===== config.mk =====
export PLATFORM = sky130hd
export DESIGN_NAME = fc_port_state_rx_seq
export DESIGN_NICKNAME = d
export VERILOG_FILES = /design/src/rtl/fc_port_state_rx_seq.sv
export SDC_FILE = /design/constraint.sdc
export NUM_CORES = 1
export LEC_CHECK = 0
export BUFFER_PORTS_ARGS = -buffer_cell sky130_fd_sc_hd__buf_2
export CAP_MARGIN = 20
export CORE_AREA = 5 5 67 114
export DETAILED_ROUTE_END_ITERATION = 10
export DIE_AREA = 0 0 72 119
export PLACE_DENSITY = 0.58
export SYNTH_ARGS = -nofsm -noshare
export SYNTH_HDL_FRONTEND = slang
export SYNTH_SLANG_ARGS = --single-unit
export TNS_END_PERCENT = 30

===== constraint.sdc =====
create_clock -name clk -period 7.5 [get_ports clk]
set_clock_uncertainty 0.05 [all_clocks]
set_input_delay 1.5 -clock clk [delete_from_list [all_inputs] [get_ports clk]]
set_output_delay 1.5 -clock clk [all_outputs]
set_load 0.02 [all_outputs]

===== src/rtl/fc_port_state_rx_seq.sv =====
// FC_Port receive state machine with a consecutive-match filter on primitive sequences,
// an IDLE hold-off before reporting Active, local link-reset request and LR recovery timeout.

package fc;

    typedef enum logic [3:0] {
        STATE_AC,
        STATE_LR1,
        STATE_LR2,
        STATE_LR3,
        STATE_LF1,
        STATE_LF2,
        STATE_OL1,
        STATE_OL2,
        STATE_OL3
    } state_t;

    typedef enum logic [2:0] {
        PRIM_NONE,
        PRIM_IDLE,
        PRIM_ARBFF,
        PRIM_OLS,
        PRIM_NOS,
        PRIM_LR,
        PRIM_LRR
    } prim_t;

    // K28.5 leads every ordered set; remaining bytes are the 8b data values.
    localparam logic [31:0] OS_IDLE  = 32'hBC95_B5B5;
    localparam logic [31:0] OS_ARBFF = 32'hBC94_FFFF;
    localparam logic [31:0] OS_OLS   = 32'hBC35_8A55;
    localparam logic [31:0] OS_NOS   = 32'hBC55_BF45;
    localparam logic [31:0] OS_LR    = 32'hBC49_BF49;
    localparam logic [31:0] OS_LRR   = 32'hBC35_BF49;

    function automatic prim_t map_primitive(input logic [31:0] word);
        prim_t p;
        case (word)
            OS_IDLE:  p = PRIM_IDLE;
            OS_ARBFF: p = PRIM_ARBFF;
            OS_OLS:   p = PRIM_OLS;
            OS_NOS:   p = PRIM_NOS;
            OS_LR:    p = PRIM_LR;
            OS_LRR:   p = PRIM_LRR;
            default:  p = PRIM_NONE;
        endcase
        return p;
    endfunction

endpackage

module fc_port_state_rx_seq #(
    parameter int unsigned SEQ_MATCH_COUNT = 3,
    parameter int unsigned IDLE_HOLDOFF    = 6,
    parameter int unsigned LR_TIMEOUT      = 1024
) (
    input  logic        clk,
    input  logic        reset,
    input  logic [31:0] data,
    input  logic [3:0]  datak,
    input  logic        link_reset_req,
    output fc::state_t  state,
    output logic        is_active,
    output logic        state_changed,
    output logic        lr_timeout
);

    localparam int unsigned MatchW = $clog2(SEQ_MATCH_COUNT + 1);
    localparam int unsigned HoldW  = (IDLE_HOLDOFF > 0) ? $clog2(IDLE_HOLDOFF + 1) : 1;
    localparam int unsigned TimerW = $clog2(LR_TIMEOUT + 1);

    localparam logic [MatchW-1:0] MatchMax  = MatchW'(SEQ_MATCH_COUNT);
    localparam logic [HoldW-1:0]  HoldInit  = HoldW'(IDLE_HOLDOFF);
    localparam logic [TimerW-1:0] TimerLast = TimerW'(LR_TIMEOUT - 1);

    fc::state_t        state_q, state_d;
    fc::prim_t         last_q, last_d;
    logic [MatchW-1:0] match_q, match_d;
    logic [HoldW-1:0]  hold_q, hold_d;
    logic [TimerW-1:0] timer_q, timer_d;
    logic              changed_q, changed_d;
    logic              tmo_q, tmo_d;

    fc::prim_t  prim;
    fc::state_t target;
    logic       is_seq;
    logic       recognised;
    logic       prim_trans;
    logic       in_lr;

    always_comb begin
        prim       = (datak == 4'b1000) ? fc::map_primitive(data) : fc::PRIM_NONE;
        is_seq     = prim inside {fc::PRIM_OLS, fc::PRIM_NOS, fc::PRIM_LR, fc::PRIM_LRR};
        in_lr      = state_q inside {fc::STATE_LR1, fc::STATE_LR2, fc::STATE_LR3};

        match_d = '0;
        last_d  = fc::PRIM_NONE;
        if (is_seq) begin
            last_d = prim;
            if (prim == last_q && match_q != '0) begin
                match_d = (match_q == MatchMax) ? MatchMax : match_q + MatchW'(1);
            end else begin
                match_d = MatchW'(1);
            end
        end

        recognised = (is_seq && match_d == MatchMax) ||
                     prim inside {fc::PRIM_IDLE, fc::PRIM_ARBFF};

        target = state_q;
        case (prim)
            fc::PRIM_OLS: target = fc::STATE_OL2;
            fc::PRIM_NOS: target = fc::STATE_LF1;
            fc::PRIM_LR: begin
                target = (state_q inside {fc::STATE_OL3, fc::STATE_LF2}) ? fc::STATE_LF2
                                                                          : fc::STATE_LR2;
            end
            fc::PRIM_LRR: begin
                if (state_q inside {fc::STATE_LF1, fc::STATE_LF2, fc::STATE_OL1}) begin
                    target = state_q;
                end else if (state_q == fc::STATE_OL3) begin
                    target = fc::STATE_LF2;
                end else begin
                    target = fc::STATE_LR3;
                end
            end
            fc::PRIM_IDLE, fc::PRIM_ARBFF: begin
                if (state_q inside {fc::STATE_LR2, fc::STATE_LR3}) begin
                    target = fc::STATE_AC;
                end else if (state_q == fc::STATE_OL3) begin
                    target = fc::STATE_OL2;
                end
            end
            default: target = state_q;
        endcase

        // A recognised primitive that leaves the state as-is does not pre-empt lower priorities.
        prim_trans = recognised && (target != state_q);

        state_d = state_q;
        tmo_d   = 1'b0;
        if (prim_trans) begin
            state_d = target;
        end else if (in_lr && timer_q == TimerLast) begin
            state_d = fc::STATE_LF1;
            tmo_d   = 1'b1;
        end else if (state_q == fc::STATE_AC && link_reset_req) begin
            state_d = fc::STATE_LR1;
        end

        changed_d = (state_d != state_q);

        if (changed_d || !(state_d inside {fc::STATE_LR1, fc::STATE_LR2, fc::STATE_LR3})) begin
            timer_d = '0;
        end else begin
            timer_d = timer_q + TimerW'(1);
        end

        if (state_q != fc::STATE_AC) begin
            hold_d = HoldInit;
        end else begin
            hold_d = (hold_q != '0) ? hold_q - HoldW'(1) : '0;
        end
    end

    always_ff @(posedge clk) begin
        if (reset) begin
            state_q   <= fc::STATE_LF2;
            last_q    <= fc::PRIM_NONE;
            match_q   <= '0;
            hold_q    <= HoldInit;
            timer_q   <= '0;
            changed_q <= 1'b0;
            tmo_q     <= 1'b0;
        end else begin
            state_q   <= state_d;
            last_q    <= last_d;
            match_q   <= match_d;
            hold_q    <= hold_d;
            timer_q   <= timer_d;
            changed_q <= changed_d;
            tmo_q     <= tmo_d;
        end
    end

    assign state         = state_q;
    assign is_active     = (state_q == fc::STATE_AC) && (hold_q == '0);
    assign state_changed = changed_q;
    assign lr_timeout    = tmo_q;

endmodule

======== Word-level counts from Yosys, hierarchy flattened ========
Cells that the tools add are included.
word-level totals
  word-level logic and storage cells ...... 85
  output and inout bits ................... 7
  input bits .............................. 39
  bits in registers ....................... 25
cells by class
  reductions and logical operators ........ 27
  bitwise operators ....................... 2
  muxes and demuxes ....................... 16
  equality and inequality tests ........... 29
  add/sub/neg operators ................... 3
operators with widths
  operator                 count
  $eq A32 B32 Y1 const B   6
  $mux W4                  6
  $pmux W4 S5              1
  $pmux W3 S6              1
  $eq A4 B2 Y1 const B     4
  $eq A4 B3 Y1 const B     3
  $mux W3                  4
  $reduce_bool A3 Y1       4
  $add A11 B1 Y11 const B  1
  $eq A11 B10 Y1 const B   1
  $reduce_or A2 Y1         5
  $eq A3 B3 Y1 const B     3
  $eq A4 B1 Y1 const B     2
  $eq A4 B4 Y1 const B     2
  $ne A4 B4 Y1             2
  $reduce_bool A2 Y1       4
  $reduce_bool A4 Y1       2
  $eq A3 B2 Y1 const B     2
  $logic_and A1 B1 Y1      6
  $mux W2                  3
  $eq A2 B2 Y1 const B     2
  $logic_not A4 Y1         1
  $eq A3 B1 Y1 const B     1
  $eq A3 B3 Y1             1
  other kinds (8)          10

======== Logic depth before layout (Yosys ltp) ========
Gate-level depths: netlist of run 1.
  depth in word-level cells ............... 17
  gate-level depth with buffers ........... 12
  gate-level depth less buffers ........... 10

======== Worst setup path before layout of run 1 ========
No wires, ideal clock.
  kind .................................... input -> register
  from .................................... input port data[17]
  to ...................................... register state_q[2] (netlist: state[2])
  required time ........................... 7.336 ns
  slack ................................... 3.085 ns
  arrival ................................. 4.251 ns
  stages on the path ...................... 9
  library setup time ...................... 0.114 ns
  path buffers ............................ 0
  path through ............................ nor3b_1 nand3_1 a211o_1 a211o_1 xnor2_1 o41ai_1 o311ai_4 or3_1 a21o_1
on the way
  word-level cells in the longest chain between the ends .. 12
  elaborated cells between the ends (all ways) .. 28
  those cells by class .................... eq/ne (15); mux (6); reduce/logical (7)
RTL lines
  element               RTL line  RTL
  from (decl)           59        input logic [31:0] data,
  $eq A32 B32 Y1        38        case (word)
  $pmux W3 S6 *         38
  $mux W3 *             92        prim = (datak == 4'b1000) ? fc::map_primitive(data) : fc::PRIM_NONE;
  $eq A3 B3 Y1          100       if (prim == last_q && match_q != '0) begin
  $logic_and A1 B1 Y1   100
  $mux W2               100
  $mux W2               98        if (is_seq) begin
  $eq A2 B2 Y1          107       recognised = (is_seq && match_d == MatchMax) ||
  $logic_and A1 B1 Y1   107
  $logic_or A1 B1 Y1    108       prim inside {fc::PRIM_IDLE, fc::PRIM_ARBFF};
  $logic_and A1 B1 Y1   138       prim_trans = recognised && (target != state_q);
  $mux W4 *             142       if (prim_trans) begin
  to (signal assigned)  168       state_q <= fc::STATE_LF2;
  to (signal assigned)  176       state_q <= state_d;
  to (decl)             76        fc::state_t state_q, state_d;
Mark *: on every way between the ends. The rest lies on a longest branch, timed or not.
A chain may end at the register's enable or synchronous reset.

======== Worst setup path in the final report of run 1 ========
Same ends and word-level chain as after synthesis.

==> results of run 1 <==
## layout by cell type, fill, tap and decap left out, types with 5 or more instances in the layout
cell,synthesis,final
o22ai_1,5,5
o21ai_0,17,17
o211ai_1,7,7
xnor2_1,8,8
xor2_1,5,5
or3_1,5,5
nand4b_1,5,5
nand3_1,18,18
nand4_1,8,8
inv_1,7,7
and3_1,5,5
nand2_1,22,22
nor3_1,7,7
nor2_1,36,36
dfxtp_1,25,25
buf_2,1,45
a21oi_1,19,19
nor3b_1,5,5
## sequential cells by signal, indices dropped and copies added, names as in the netlist
name and count:
hold_q 3, last_q 3, lr_timeout 1, match_q 2
state 4, state_changed 1, timer_q 11
## metal layers
layer | vias up | global-route usage
met5 | - | 0
met4 | 0 | 0.139
met3 | 37 | 0.0202
met2 | 85 | 0.335
met1 | 1245 | 0.175
li1 | 1329 | -
## critical path: stages
cell and delay (ps):
buf_2 110, nor3b_1 420, nand3_1 330, o22ai_1 450, nand2_1 310, xnor2_1 230, o41ai_1 620, o311ai_4 280
or3_1 430, a21o_1 190
## report_power, final
| part | switching, mW | leakage (nW) | internal (mW) | total, mW |
|---|---|---|---|---|
| logic | 0.0146 | 0.756 | 0.0129 | 0.0276 |
| registers | 0.000000000000414 | 0.201 | 0.133 | 0.133 |
| clock network | 0.0465 | 0.0409 | 0.0719 | 0.118 |
## logic make-up (layout without fill, tap and decap cells)
kind of cell	after synthesis	in the layout	share of synthesized area
multiplexers	3	3	0.0118
flip-flops	25	25	0.197
buffers and inverters	17	56	0.0522
AND/OR/NAND/NOR	168	168	0.420
AO/OA/AOI/OAI	92	92	0.260
XOR/XNOR	13	13	0.0448
adder cells (fa/ha/maj)	3	3	0.0148
## path summary, 6_finish.rpt
| path | from | end | slack [ps] | cells past startpoint |
|---|---|---|---|---|
| worst min-delay path | hold_q[0]$_SDFF_PP0_ | hold_q[0]$_SDFF_PP0_ | 410 | 1 |
| worst min register to register | hold_q[0]$_SDFF_PP0_ | hold_q[0]$_SDFF_PP0_ | 410 | 1 |
| worst max register to register | state[3]$_SDFF_PP0_ | timer_q[9]$_SDFF_PP0_ | 3850 | 10 |
| worst max-delay path | data[17] | state[2]$_SDFF_PP1_ | 2720 | 10 |
## through the flow
step,total power [mW],util
6_report,0.279,0.435
5_1_grt,0.290,0.435
4_1_cts,0.284,0.435
3_5_place_dp,0.163,0.422
3_3_place_gp,0.163,0.422
2_1_floorplan,0.146,-
## area by class of cell
| cell class | instances | area (um2) | area share |
|---|---|---|---|
| clock buffers | 3 | 75.1 | 0.0264 |
| multi-input cells | 279 | 1910 | 0.671 |
| flip-flops and latches | 25 | 500 | 0.176 |
| inverters | 7 | 26.3 | 0.00925 |
| clock inverters | 1 | 5.00 | 0.00176 |
| well taps | 82 | 103 | 0.0361 |
| repair buffers | 45 | 225 | 0.0793 |
==> metrics, run 1 <==
synthesized net count 363; f_max 209 MHz; top cell type by total area after synthesis dfxtp_1; clock sink count 25; Tmin final 4780 ps; Fin Hold WS 406 ps; area of the mapped netlist 2540 um2; setup_tns 0 ps; Area Growth Syn to Fin 11.9%; most common cell in the synthesized netlist nor2_1; fin cells 442; Antenna Nets Post-Route 0; Inserted Clock Buffers 3; Post-synth top cells 36 x nor2_1, 25 x dfxtp_1, 22 x nand2_1; Post-CTS Repair Setup Buffers 0; Tightest Pin Transition 819 ps; CP required 7610 ps; largest net degree at the start of global routing 18; critical path arrival 4880 ps; metal3 WL 337 um; Critical Path End Type flip-flop; Synth Warn # 0; initial antenna violation count 0; 1st-iter DRT viols 130; cell area after layout 2840 um2; total power divided by cell area 98.1 nW/um2; routed vias/inst 6.10; DRT met1 WL 2.74 mm; synthesized flop and latch total 25; io pins 46; type of the worst setup path input pin to flip-flop; Yosys top cell area share 0.197; Leak 0.999 nW; num rows 39; DRC errors left 0; TritonCTS clock tree done; Final Setup Violations 0; Placed Area 2760 um2; Tot GR Track Use 0.181; 1st-pass router iterations 4; Max Cap Violations 0; Starting Density 0.388; global-route wire length before repair 12.4 mm; GPL Wtd Cong 0.916; Die Footprint 8570 um2; # nets final 403; Post-synth EDFFs 0; fraction of layout cells with a size suffix above 1 0.233; DP Wirelength 6.32 mm; Die Ht 119 um; clk root buf clkbuf_16; routed length per instance 17.5 um; Ant. Diodes 0; Routed WL 7.72 mm; hold_buf cts 0; sequential area share after synthesis 0.197; final worst slack 2720 ps; Die X 72 um; synth unique cells 82; Reg clk slew, reported paths 60 ps; grt ovf 0; Core Box Area 6540 um2; Top Layer Used met4; unrepaired setup endpoints after global routing no; Final Cycle Share 0.637; HP Class flip-flop to flip-flop; CTS H-Tree Depth 1; crit-path max FO 8; average size of a mapped cell 7.91 um2; cell count after synthesis 321; CP Launch Type input pin; top_reg_cell synth dfxtp_1; Async SR Flop Fraction 0; Cell Count Post-Placement 438; setup slack at placement 2470 ps; Fill cells 712; WL met2 4.13 mm; Resize count post-CTS 0; run status finished clean; via count 2696; slew margin rel. 0.446; Max clock buf depth 2; largest cells by area after synthesis dfxtp_1 20%, nor2_1 5.3%, a21oi_1 3.7%; PortBufs 45; Fin. Hold Viols 0; Pins Over Slew Limit 0; vias in the first global route 2634; clk_lat worst skew 260 ps; worst vdd ir 0.125 mV
(Power assumes the default switching activity.)
==> inputs of run 2 (changes only) <==
Settings changed: ABC_AREA set to 1, CORE_AREA 5 5 67 114 to 5 5 69 118, DIE_AREA 0 0 72 119 to 0 0 74 123, PLACE_DENSITY 0.58 to 0.6.
Clock period 7.5 ns to 4.11 ns, I/O delays scaled along.
==> metrics, run 2 <==
Final Setup Violations 0; Critical R2R Launch state[0]$_SDFF_PP1_; Die Footprint 9100 um2; Yosys top cell area share 0.183; slew margin rel. 0.622; R2R setup slack 910 ps; Area Growth Syn to Fin 14.5%; unrepaired setup endpoints after global routing no; most frequent cells in the layout 122 x nand2_1, 95 x nor2_1, 63 x inv_1; Comb power frac 0.126; setup_tns 0 ps; synth unique cells 32; DRC errors left 0; 1st-pass router iterations 4; CTS H-Tree Depth 1; Tot GR Track Use 0.174; grt ovf 0; HP Class flip-flop to flip-flop; Pins Over Slew Limit 0; largest cells by area after synthesis dfxtp_1 18%, nand2_1 17%, nor2_1 13%; vias in the first global route 2999; type of the worst setup path input pin to flip-flop; Post-synth top cells 122 x nand2_1, 95 x nor2_1, 63 x inv_1; Max Cap Violations 0; Die X 74 um; top_reg_cell synth dfxtp_1; run status finished clean; f_max 276 MHz; FF-to-FF End timer_q[0]$_SDFF_PP0_; worst vdd ir 0.242 mV; Core Box Area 7130 um2; Resize count post-CTS 0; Largest Register timer_q; cell count after synthesis 466; Fin. Hold Viols 0; global-route wire length before repair 12.5 mm; CP Launch Point data[7]; clk root buf clkbuf_16; crit-path max FO 11; largest net degree at the start of global routing 16; Async SR Flop Fraction 0; Die Ht 123 um; P_int 0.399 mW; synthesized net count 508; clk_lat worst skew 260 ps; synthesized flop and latch total 25; DP Wirelength 6.45 mm; Inserted Clock Buffers 3; most common cell in the synthesized netlist nand2_1; Max clock buf depth 2; total power divided by cell area 168 nW/um2; average size of a mapped cell 5.85 um2; Post-synth EDFFs 0; area of the mapped netlist 2730 um2; Starting Density 0.383; Leak 1.64 nW; WHS Path Cells 1; Critical Path End Type flip-flop; top cell type by total area after synthesis dfxtp_1; PortBufs 45; Routed WL 7.35 mm; Reg clk slew, reported paths 60 ps; hold_buf cts 0; Synth Warn # 0; routed length per instance 12.3 um; Tmin final 3620 ps; clock sink count 25; commonest non-fill, non-tap cell in the layout nand2_1; Sw Share 0.239; routed vias/inst 4.80; Final Cycle Share 0.881; R2R depth 19; io pins 46; initial antenna violation count 0; max reg flops 11; sequential area share after synthesis 0.183; sequential share of power 0.462; via count 2876; 1st-iter DRT viols 121; critical path arrival 3710 ps; num rows 41; CP required 4190 ps; Critical Path Sink timer_q[0]$_SDFF_PP0_; clock group share of total power 0.412; CP Launch Type input pin; TritonCTS clock tree done; GPL Wtd Cong 0.958; fraction of layout cells with a size suffix above 1 0.259; Tightest Pin Transition 566 ps; Cell Count Post-Placement 595; Antenna Nets Post-Route 0; Ant. Diodes 0; fin cells 599; Post-CTS Repair Setup Buffers 0; # nets final 556; Fin Hold WS 397 ps; Net Switching 0.125 mW
run 2: cell type report:
class                   count  area [um2]
clock inverters             1        7.51
multi-input cells         367        1930
repair buffers             46         233
inverters                  71         267
fillers                   784        4010
well taps                  86         108
clock buffers               3        75.1
flip-flops and latches     25         500
run 2: how the worst min path moves through the flow:
stage                     startpoint                     to  slack [ps]
2_1_floorplan  timer_q[0]$_SDFF_PP0_  timer_q[0]$_SDFF_PP0_         370
3_5_place_dp   timer_q[0]$_SDFF_PP0_  timer_q[0]$_SDFF_PP0_         390
3_3_place_gp   timer_q[0]$_SDFF_PP0_  timer_q[0]$_SDFF_PP0_         380
5_1_grt        timer_q[0]$_SDFF_PP0_  timer_q[0]$_SDFF_PP0_         430
6_report        hold_q[0]$_SDFF_PP0_   hold_q[0]$_SDFF_PP0_         400
4_1_cts         hold_q[0]$_SDFF_PP0_   hold_q[0]$_SDFF_PP0_         400
run 2: power by group through the flow:
stage	Clock [mW]	Combinational, mW	Sequential [mW]
2_1_floorplan	0	0.0363	0.248
3_3_place_gp	0	0.0657	0.248
3_5_place_dp	0	0.0670	0.248
4_1_cts	0.223	0.0673	0.242
5_1_grt	0.235	0.0761	0.242
6_report	0.216	0.0663	0.242
run 2: logic make-up (layout without fill, tap and decap cells):
kind of cell               Yosys count  in the layout  share of synthesized area
AOI/OAI and AO/OA                   23             23                     0.0500
xor gates and xnor gates             9              9                     0.0289
adders and majority gates            3              3                     0.0138
buffers and inverters               74            121                      0.107
DFF                                 25             25                      0.183
and+or+nand+nor                    332            332                      0.617
run 2: metrics by stage:
stage	area, um2	setup WS [ps]	utilization	power, mW
after floorplan	2730	1070	-	0.284
after global placement	3040	273	0.427	0.313
after detailed placement	3040	256	0.427	0.315
after CTS	3120	484	0.438	0.532
after global routing	3120	158	0.438	0.553
final	3120	487	0.438	0.525
run 2: layer usage:
layer / vias up / part of all wire / routed length (um) / global-route usage
met5: - / 0 / 0 / 0
met4: 0 / 0.058 / 429 / 0.110
met3: 28 / 0.028 / 205 / 0.0122
met2: 66 / 0.59 / 4350 / 0.364
met1: 1263 / 0.32 / 2370 / 0.146
li1: 1519 / - / - / -
run 2: worst max-delay path, stage by stage:
cell	delay, ps
buf_2	120
inv_2	50
nand2_2	60
nor2_2	180
nand2_1	120
nor2_1	150
nand2_2	100
nand3_2	100
nand2_4	90
xnor2_1	160
nor3_2	420
o211ai_1	180
o21ai_2	170
nand2_4	90
nand2_1	100
nand2_1	60
nor2_1	150
nor2_1	80
nand2_1	430
nor2_1	70
